## src/rtl/spi_rx_pkg.sv

```systemverilog
// Shared definitions for the three-slot return-to-zero SPI link: FSM states and slot levels.
// Reusable by the transmitter, the receiver and benches.
package spi_rx_pkg;
   typedef enum logic [1:0] {
      HUNT = 2'd0,
      DATA = 2'd1,
      GAP  = 2'd2
   } state_t;

   localparam int   SLOTS_PER_BIT = 3;
   localparam logic MARKER_LVL    = 1'b1;
   localparam logic GAP_LVL       = 1'b0;

   // Number of line slots occupied by one contiguous word.
   function automatic int word_slots(input int data_w);
      return SLOTS_PER_BIT * data_w;
   endfunction
endpackage

```

## src/rtl/spi_rx_sync.sv

```systemverilog
// Parameterized-width two-flop synchronizer with a per-bit reset value.
// Used by spi_rx_deframer only when SPI_RX_SYNC_EN is defined.
module spi_rx_sync #(
   parameter int               WIDTH   = 1,
   parameter logic [WIDTH-1:0] RST_VAL = '0
) (
   input  logic             clk,
   input  logic             rst,
   input  logic [WIDTH-1:0] i_async,
   output logic [WIDTH-1:0] o_sync
);
   logic [WIDTH-1:0] r_meta;
   logic [WIDTH-1:0] r_sync;

   for (genvar gi = 0; gi < WIDTH; gi++) begin : g_bit
      always_ff @(posedge clk) begin
         if (rst) begin
            r_meta[gi] <= RST_VAL[gi];
            r_sync[gi] <= RST_VAL[gi];
         end else begin
            r_meta[gi] <= i_async[gi];
            r_sync[gi] <= r_meta[gi];
         end
      end
   end

   assign o_sync = r_sync;
endmodule

```

## src/rtl/spi_rx_deframer.sv

```systemverilog
// Three-slot RZ SPI receiver: recovers marker/data/gap bits into LSB-first words behind a
// one-deep valid/ready buffer. Define SPI_RX_SYNC_EN to add two-flop input synchronizers.
module spi_rx_deframer
   import spi_rx_pkg::*;
#(
   parameter int DATA_W = 8
) (
   input  logic              clk,
   input  logic              rst,
   input  logic              din,
   input  logic              en_n,
   output logic [DATA_W-1:0] rx_data,
   output logic              rx_valid,
   input  logic              rx_ready,
   output logic              busy,
   output logic              frame_err,
   output logic              abort,
   output logic              overrun
);
   localparam int CNT_W = $clog2(DATA_W + 1);

   logic w_din;
   logic w_en_n;

`ifdef SPI_RX_SYNC_EN
   logic [1:0] w_sync;

   // Idle line after reset: en_n high, din low.
   spi_rx_sync #(
      .WIDTH   (2),
      .RST_VAL (2'b10)
   ) u_sync (
      .clk     (clk),
      .rst     (rst),
      .i_async ({en_n, din}),
      .o_sync  (w_sync)
   );

   assign w_din  = w_sync[0];
   assign w_en_n = w_sync[1];
`else
   assign w_din  = din;
   assign w_en_n = en_n;
`endif

   state_t            r_state;
   state_t            w_state_nxt;
   logic [CNT_W-1:0]  r_cnt;
   logic [CNT_W-1:0]  w_cnt_nxt;
   logic [DATA_W-1:0] r_shift;
   logic [DATA_W-1:0] w_shift_nxt;
   logic              w_done;
   logic              w_ferr_nxt;
   logic              w_abort_nxt;

   logic [DATA_W-1:0] r_data;
   logic [DATA_W-1:0] w_data_nxt;
   logic              r_valid;
   logic              w_valid_nxt;
   logic              w_ovr_nxt;
   logic              r_busy;
   logic              r_ferr;
   logic              r_abort;
   logic              r_ovr;

   always_ff @(posedge clk) begin
      if (rst) begin
         r_state <= HUNT;
         r_cnt   <= '0;
         r_shift <= '0;
      end else begin
         r_state <= w_state_nxt;
         r_cnt   <= w_cnt_nxt;
         r_shift <= w_shift_nxt;
      end
   end

   always_comb begin
      w_state_nxt = r_state;
      w_cnt_nxt   = r_cnt;
      w_shift_nxt = r_shift;
      w_done      = 1'b0;
      w_ferr_nxt  = 1'b0;
      w_abort_nxt = 1'b0;
      // Enable dropping mid-word wins over anything the slot itself would do.
      if (w_en_n && ((r_state != HUNT) || (r_cnt != '0))) begin
         w_abort_nxt = 1'b1;
         w_state_nxt = HUNT;
         w_cnt_nxt   = '0;
         w_shift_nxt = '0;
      end else begin
         case (r_state)
            HUNT: begin
               if (!w_en_n && (w_din == MARKER_LVL)) begin
                  w_state_nxt = DATA;
               end
            end
            DATA: begin
               for (int i = 0; i < DATA_W; i++) begin
                  if (r_cnt == CNT_W'(i)) begin
                     w_shift_nxt[i] = w_din;
                  end
               end
               w_cnt_nxt   = r_cnt + CNT_W'(1);
               w_state_nxt = GAP;
            end
            GAP: begin
               w_state_nxt = HUNT;
               if (w_din == GAP_LVL) begin
                  if (r_cnt == CNT_W'(DATA_W)) begin
                     w_done      = 1'b1;
                     w_cnt_nxt   = '0;
                     w_shift_nxt = '0;
                  end
               end else begin
                  w_ferr_nxt  = 1'b1;
                  w_cnt_nxt   = '0;
                  w_shift_nxt = '0;
               end
            end
            default: begin
               w_state_nxt = HUNT;
            end
         endcase
      end
   end

   // r_shift still holds the full word on the completing cycle; it is cleared on the same edge.
   always_comb begin
      w_data_nxt  = r_data;
      w_valid_nxt = r_valid;
      w_ovr_nxt   = 1'b0;
      if (w_done) begin
         if (!r_valid || rx_ready) begin
            w_data_nxt  = r_shift;
            w_valid_nxt = 1'b1;
         end else begin
            w_ovr_nxt = 1'b1;
         end
      end else if (rx_ready) begin
         w_valid_nxt = 1'b0;
      end
   end

   always_ff @(posedge clk) begin
      if (rst) begin
         r_data  <= '0;
         r_valid <= 1'b0;
         r_busy  <= 1'b0;
         r_ferr  <= 1'b0;
         r_abort <= 1'b0;
         r_ovr   <= 1'b0;
      end else begin
         r_data  <= w_data_nxt;
         r_valid <= w_valid_nxt;
         r_busy  <= (w_state_nxt != HUNT) || (w_cnt_nxt != '0);
         r_ferr  <= w_ferr_nxt;
         r_abort <= w_abort_nxt;
         r_ovr   <= w_ovr_nxt;
      end
   end

   assign rx_data   = r_data;
   assign rx_valid  = r_valid;
   assign busy      = r_busy;
   assign frame_err = r_ferr;
   assign abort     = r_abort;
   assign overrun   = r_ovr;
endmodule

```

## config.mk

```make
export PLATFORM = sky130hd
export DESIGN_NAME = spi_rx_deframer
export DESIGN_NICKNAME = d
export VERILOG_FILES = /design/src/rtl/spi_rx_pkg.sv /design/src/rtl/spi_rx_sync.sv /design/src/rtl/spi_rx_deframer.sv
export SDC_FILE = /design/constraint.sdc
export NUM_CORES = 1
export LEC_CHECK = 0
export ABC_AREA = 1
export ABC_CLOCK_PERIOD_IN_PS = 1800
export BUFFER_PORTS_ARGS = -buffer_cell sky130_fd_sc_hd__buf_4
export CELL_PAD_IN_SITES_DETAIL_PLACEMENT = 1
export CELL_PAD_IN_SITES_GLOBAL_PLACEMENT = 1
export CORE_ASPECT_RATIO = 0.6
export CORE_MARGIN = 10
export CORE_UTILIZATION = 25
export CTS_CLUSTER_SIZE = 40
export DETAILED_ROUTE_END_ITERATION = 7
export GPL_TIMING_DRIVEN = 0
export PLACE_DENSITY_LB_ADDON = 0.1
export SLEW_MARGIN = 20
export SYNTH_ARGS = -nofsm -noshare
export SYNTH_HDL_FRONTEND = slang
export SYNTH_SLANG_ARGS = --single-unit
```

## constraint.sdc

```tcl
create_clock -name clk -period 1.8 [get_ports clk]
set_input_delay 0.18 -clock clk [delete_from_list [all_inputs] [get_ports clk]]
set_output_delay 0.18 -clock clk [all_outputs]
set_load 0.02 [all_outputs]
```

### Word-level counts from Yosys, hierarchy flattened

Index checks and enable logic that the tools add are counted.

* reductions and logical operators: 28
* add/subtract/negate cells: 1
* bitwise operators: 2
* mux-type cells: 28
* equal/unequal tests: 20

Operator list (count)
* 3-bit AND reduction: 8
* 1-bit two-way mux: 18
* 4-bit by 3-bit equality test with 1-bit output (second input constant): 4
* 8-bit two-way mux: 2
* 2-bit != test (second input constant): 8
* 8-bit case mux with 2 select lines: 1
* 4-bit two-way mux: 3
* 4-bit by 2-bit equality test with 1-bit output (second input constant): 2
* 4-bit case mux with 2 select lines: 1
* 2-bit nonzero test: 4
* 4-bit nonzero test: 2
* 4-bit by 1-bit adder with 4-bit output (second input constant): 1
* 4-bit by 1-bit equality test with 1-bit output (second input constant): 1
* 4-bit equality test (second input constant): 1
* 4-bit logical NOT: 1
* 2-bit two-way mux: 2
* 2-bit case mux with 2 select lines: 1
* 2-bit AND reduction: 2
* 2-bit OR reduction: 2
* 1-bit logical OR: 3
* 3-bit != test (second input constant): 1
* 3-bit OR reduction: 1
* 2-bit by 1-bit equality test with 1-bit output (second input constant): 1
* 2-bit equality test (second input constant): 1
* 5 further kinds: 8

* logic and storage cells: 95
* register bits after elaboration: 27
* output and inout port bits: 13

### Logic depth before layout (Yosys ltp)

* word-level depth: 7
* mapped depth: 12

### Worst setup path before layout

Ideal clock, no wire load.

* path kind: register to register
* start: register r_cnt[0]
* end: register r_data[3] (netlist: rx_data[3])
* period minus slack after synthesis: 1.387 ns
* slack: 0.413 ns
* path buffers: 1
* stages on the path, launching flop included: 9
* data arrival time: 1.271 ns
* cells stage by stage: dfxtp_1 > inv_1 > ha_1 > nand3_2 > nor2_2 > nand3_4 > buf_6 > o21ai_1 > a21oi_1

* word-level cells in the longest chain between the ends: 6

Ends and longest elaborated chain
* start: declaration: RTL line spi_rx_deframer.sv:48 `logic [CNT_W-1:0] r_cnt;`
* start signal: assignment: RTL line spi_rx_deframer.sv:73 `r_cnt <= w_cnt_nxt;`
* 4-bit equality test: RTL line spi_rx_deframer.sv:110 `if (r_cnt == CNT_W'(DATA_W)) begin`
* 1-bit two-way mux: RTL line spi_rx_deframer.sv:110
* 1-bit two-way mux: RTL line spi_rx_deframer.sv:109 `if (w_din == GAP_LVL) begin`
* 1-bit two-way mux: RTL line spi_rx_deframer.sv:92 `case (r_state)`
* 1-bit two-way mux (*): RTL line spi_rx_deframer.sv:86 `if (w_en_n && ((r_state != HUNT) || (r_cnt != '0))) begin`
* 2-bit AND reduction (no line) (*)
* end signal: assignment: RTL line spi_rx_deframer.sv:154 `r_data <= w_data_nxt;`
* end: declaration: RTL line spi_rx_deframer.sv:56 `logic [DATA_W-1:0] r_data;`

Every way passes the cells marked *; elsewhere a longest branch is shown, timed or not.
A chain may end at the register's enable or synchronous reset.

### Worst setup path in the final report

* start: register r_cnt[0]
* end: register r_shift[3]

* word-level cells in the longest chain between the ends: 4

Ends and longest elaborated chain
* branches (longest 4 deep; another with 4-bit equality test)
* end signal: assignment: RTL line spi_rx_deframer.sv:74 `r_shift <= w_shift_nxt;`
* end: declaration: RTL line spi_rx_deframer.sv:50 `logic [DATA_W-1:0] r_shift;`

Parallel ways; which one is timed is not known.

==> results.txt <==
----------------------------------------------------
[Critical path]
  Critical Setup Path Class ... flop to flop
  Number of cells on the critical path ... 9
  Setup crit start ... r_cnt[0]
  Worst reg2reg path depth ... 9
  Arrival time at the worst endpoint ... 1.82 ns
  Worst setup path endpoint ... r_shift[3]
  CP bufs+invs ... 3
  Worst-path cell chain ... inv_1 > ha_2 > nand3_2 > nand2_2 > nand2_2 > inv_2 > buf_6 > nand3_1 > a21oi_1
  CP Launch Type ... flop
  Worst Path Max Fanout ... 10
  Top delay family on crit path ... simple AND/OR/NAND/NOR gates
  Required @ worst endpoint ... 2.01 ns
  Flop2flop setup slack ... 0.20 ns
  Crit path top cell by count ... sky130_fd_sc_hd__nand2_2
  Slowest stage cell on the critical path ... sky130_fd_sc_hd__dfxtp_1
  Delay of the slowest critical-path stage ... 0.38 ns
  Endpoint type of the worst setup path ... flop
  Endpoint of the lowest-slack register-to-register path ... r_shift[3]
  Worst reg2reg startpoint ... r_cnt[0]

[GRT]
  Overflow left after global routing ... 0
  Number of antenna violations at the first check in global routing ... 0
  Global-route wire length before repair ... 6040 um
  Number of global-route vias before repair ... 1200
  Pin count of the biggest net entering global routing ... 16
  GRT Overall Usage ... 8.31%

[Placed design]
  Area after detailed placement ... 1530 um^2
  Post-detail-place hpwl ... 2870 um
  Final estimated routing congestion in global placement ... 0.761
  Port bufs ... 17

[Timing]
  Relative slew slack ... 61.6%
  Setup total negative slack ... 0 ns
  Max Freq ... 623 MHz
  Period utilisation layout ... 89.1%
  Number of max-slew violations in the final report ... 0
  Actual slew at the worst max-slew pin ... 0.575 ns
  Clock Skews ... 0.00418 ns
  Final worst path period need ... 1.60 ns
  Finish-stage setup viols ... 0
  Setup repair after global routing missed its margin ... no
  Worst hold slack across all endpoints ... 0.116 ns
  Hold Vio Cnt, Final ... 0

[Die]
  Die H ... 76.3 um
  Die area ... 8690 um^2
  Initial cell density of the core ... 26.0%
  Top-Level Pins ... 18
  Rows ... 20
  Width of the die ... 114 um
  Core outline area ... 5080 um^2

[Routing]
  WL final ... 3500 um
  Count of nets left with antenna violations after detail routing ... 0
  1st-pass router iterations ... 6
  DR iter-0 viols ... 26
  Post-DR vias/cell ... 4.34
  Detailed-route via count ... 1150
  DR WL/cell ... 13.2 um
  Detailed-route DRC error count ... 0

[Cells and area]
  Post-layout utilization of the core ... 31.1%
  Number of antenna diodes ... 0
  Final-layout fill cell count ... 645
  Most common library cell in the layout ignoring fill and taps ... sky130_fd_sc_hd__nand2_1
  Layout cells sized above 1 ... 19.1%
  Net count reported at finish ... 213
  Signed area change from the synthesized netlist to the final layout ... 19.6%
  Top library cells by usage in the layout, fill and taps aside ... 36 x sky130_fd_sc_hd__nand2_1, 27 x sky130_fd_sc_hd__inv_1, 27 x sky130_fd_sc_hd__dfxtp_1
  Design area ... 1580 um^2
  Multi-input gate area in the final layout ... 633 um^2
  Area used by sequential logic in the layout ... 541 um^2

[Logic synthesis]
  Netlist area before placement ... 1320 um^2
  Yosys reg bits ... 27
  Number of distinct library cells after synthesis ... 22
  Sequential fraction of the synthesis area ... 40.9%
  Post-synthesis area per instance ... 7.43 um^2
  Cell count after synthesis ... 178
  Synth Warn # ... 0
  Nets in the synthesized netlist ... 191

[Clock tree]
  Clock Tree Root ... sky130_fd_sc_hd__clkbuf_8
  Sink Count ... 27
  Number of buffers inserted for hold repair after clock tree synthesis ... 0
  TritonCTS buffer count ... 3
  H-Tree Depth ... 1
  Clock tree from TritonCTS ... built
  Clock Latency Late Sink ... 0.27 ns
  Longest Clk Path Bufs ... 2
  Clock transition time at the flip-flop clock pins of the worst setup and hold paths ... 0.10 ns

[Power]
  Leakage ... 0.654 nW
  Pwr/cell area ... 731 nW/um^2
  Overall power after layout ... 1.16 mW
  Largest voltage drop on the vdd net ... 0.276 mV

[Flow run]
  Reported max-cap violation count ... 0

[Worst hold path]
  Worst Hold Class ... input port to flop

[Status]
  Run status ... complete, no violations

----------------------------------------------------
==> timing repair <==
item | 4_1_cts | 5_1_grt
resized for setup | 0 | 1
setup endpoints to repair | 0 | 3
buffers inserted | 0 | 0
==> worst min-delay path by stage <==
stage | cells past startpoint | to | startpoint | slack (ns)
2_1_floorplan | 1 | rx_valid | rst | 0.25
3_3_place_gp | 2 | rx_valid | rst | 0.41
3_5_place_dp | 2 | rx_valid | rst | 0.41
4_1_cts | 2 | rx_valid | rst | 0.10
5_1_grt | 2 | rx_valid | rst | 0.12
6_report | 2 | rx_valid | rst | 0.12
==> cell usage after synthesis <==
| cell type | number | share of area (%) |
|---|---|---|
| sky130_fd_sc_hd__nand2_1 | 36 | 10 |
| sky130_fd_sc_hd__dfxtp_1 | 27 | 41 |
| sky130_fd_sc_hd__inv_1 | 27 | 7.7 |
| sky130_fd_sc_hd__a21oi_1 | 19 | 7.2 |
| sky130_fd_sc_hd__o21ai_0 | 16 | 6.1 |
| sky130_fd_sc_hd__nor2_1 | 14 | 4.0 |
| sky130_fd_sc_hd__nand3_1 | 10 | 3.8 |
| sky130_fd_sc_hd__ha_1 | 8 | 7.6 |
| sky130_fd_sc_hd__buf_6 | 3 | 2.6 |
| sky130_fd_sc_hd__nand2_2 | 3 | 1.4 |
| sky130_fd_sc_hd__nand3_2 | 2 | 1.5 |
| sky130_fd_sc_hd__nor2_2 | 2 | 0.95 |
| sky130_fd_sc_hd__nor3_1 | 2 | 0.76 |
| sky130_fd_sc_hd__buf_2 | 1 | 0.38 |
| sky130_fd_sc_hd__buf_4 | 1 | 0.57 |
| sky130_fd_sc_hd__inv_2 | 1 | 0.28 |
| sky130_fd_sc_hd__nand2_4 | 1 | 0.85 |
| sky130_fd_sc_hd__nand3_4 | 1 | 1.3 |
| sky130_fd_sc_hd__nand3b_1 | 1 | 0.57 |
| sky130_fd_sc_hd__nand4_1 | 1 | 0.47 |
| sky130_fd_sc_hd__o21ai_1 | 1 | 0.38 |
| sky130_fd_sc_hd__o21ai_2 | 1 | 0.66 |
==> flip-flops by register name, indices dropped and copies added, names as in the netlist, 2 cells and up <==
register,cells
r_shift,8
r_cnt,4
r_state,2
rx_data,8
==> cell type report <==
type | instances | area share (%)
plain buffers | 5 | 2.93
clock buffers | 3 | 2.61
clock inverters | 1 | 0.316
inverters | 28 | 6.65
multi-input cells | 118 | 40.0
flip-flops and latches | 27 | 34.2
well taps | 66 | 5.22
repair buffers | 17 | 8.07
==> logic make-up after synthesis <==
kind of cell               Yosys count  share of synthesized area, %
adders and majority gates            8                          7.57
DFF                                 27                          40.9
and+or+nand+nor                     73                          25.8
AOI/OAI and AO/OA                   37                          14.3
buffers and inverters               33                          11.4
==> worst reg2reg max path, delay by kind of cell, from the launching register on <==
| family | cells | cell delay [ns] |
|---|---|---|
| fa+ha+maj | 1 | 0.23 |
| compound gates | 1 | 0.17 |
| simple gates | 4 | 0.41 |
| flops | 1 | 0.38 |
| buf+inv | 3 | 0.36 |
==> metrics by stage <==
stage          worst slack (ns)  instances
6_report                  0.196        265
5_1_grt                  0.0233        265
4_1_cts                   0.145        265
3_5_place_dp              0.169        261
3_3_place_gp              0.190        261
2_1_floorplan             0.413        178
==> power by group <==
part	total [mW]	switching, mW	leakage [nW]	internal [mW]
Combinational	0.175	0.113	0.410	0.0621
Sequential	0.627	0.0104	0.218	0.617
Clock	0.354	0.198	0.0255	0.155
Total	1.16	0.322	0.654	0.834
==> layer usage <==
metal | GRT usage, % | share of wire, % | vias up
li1 | - | - | 604
met1 | 11.7 | 55 | 525
met2 | 11.9 | 39 | 19
met3 | 2.52 | 5.0 | 2
met4 | 1.87 | 1.0 | 0
met5 | 0 | 0 | -
Power figures use the tool's default switching activity.
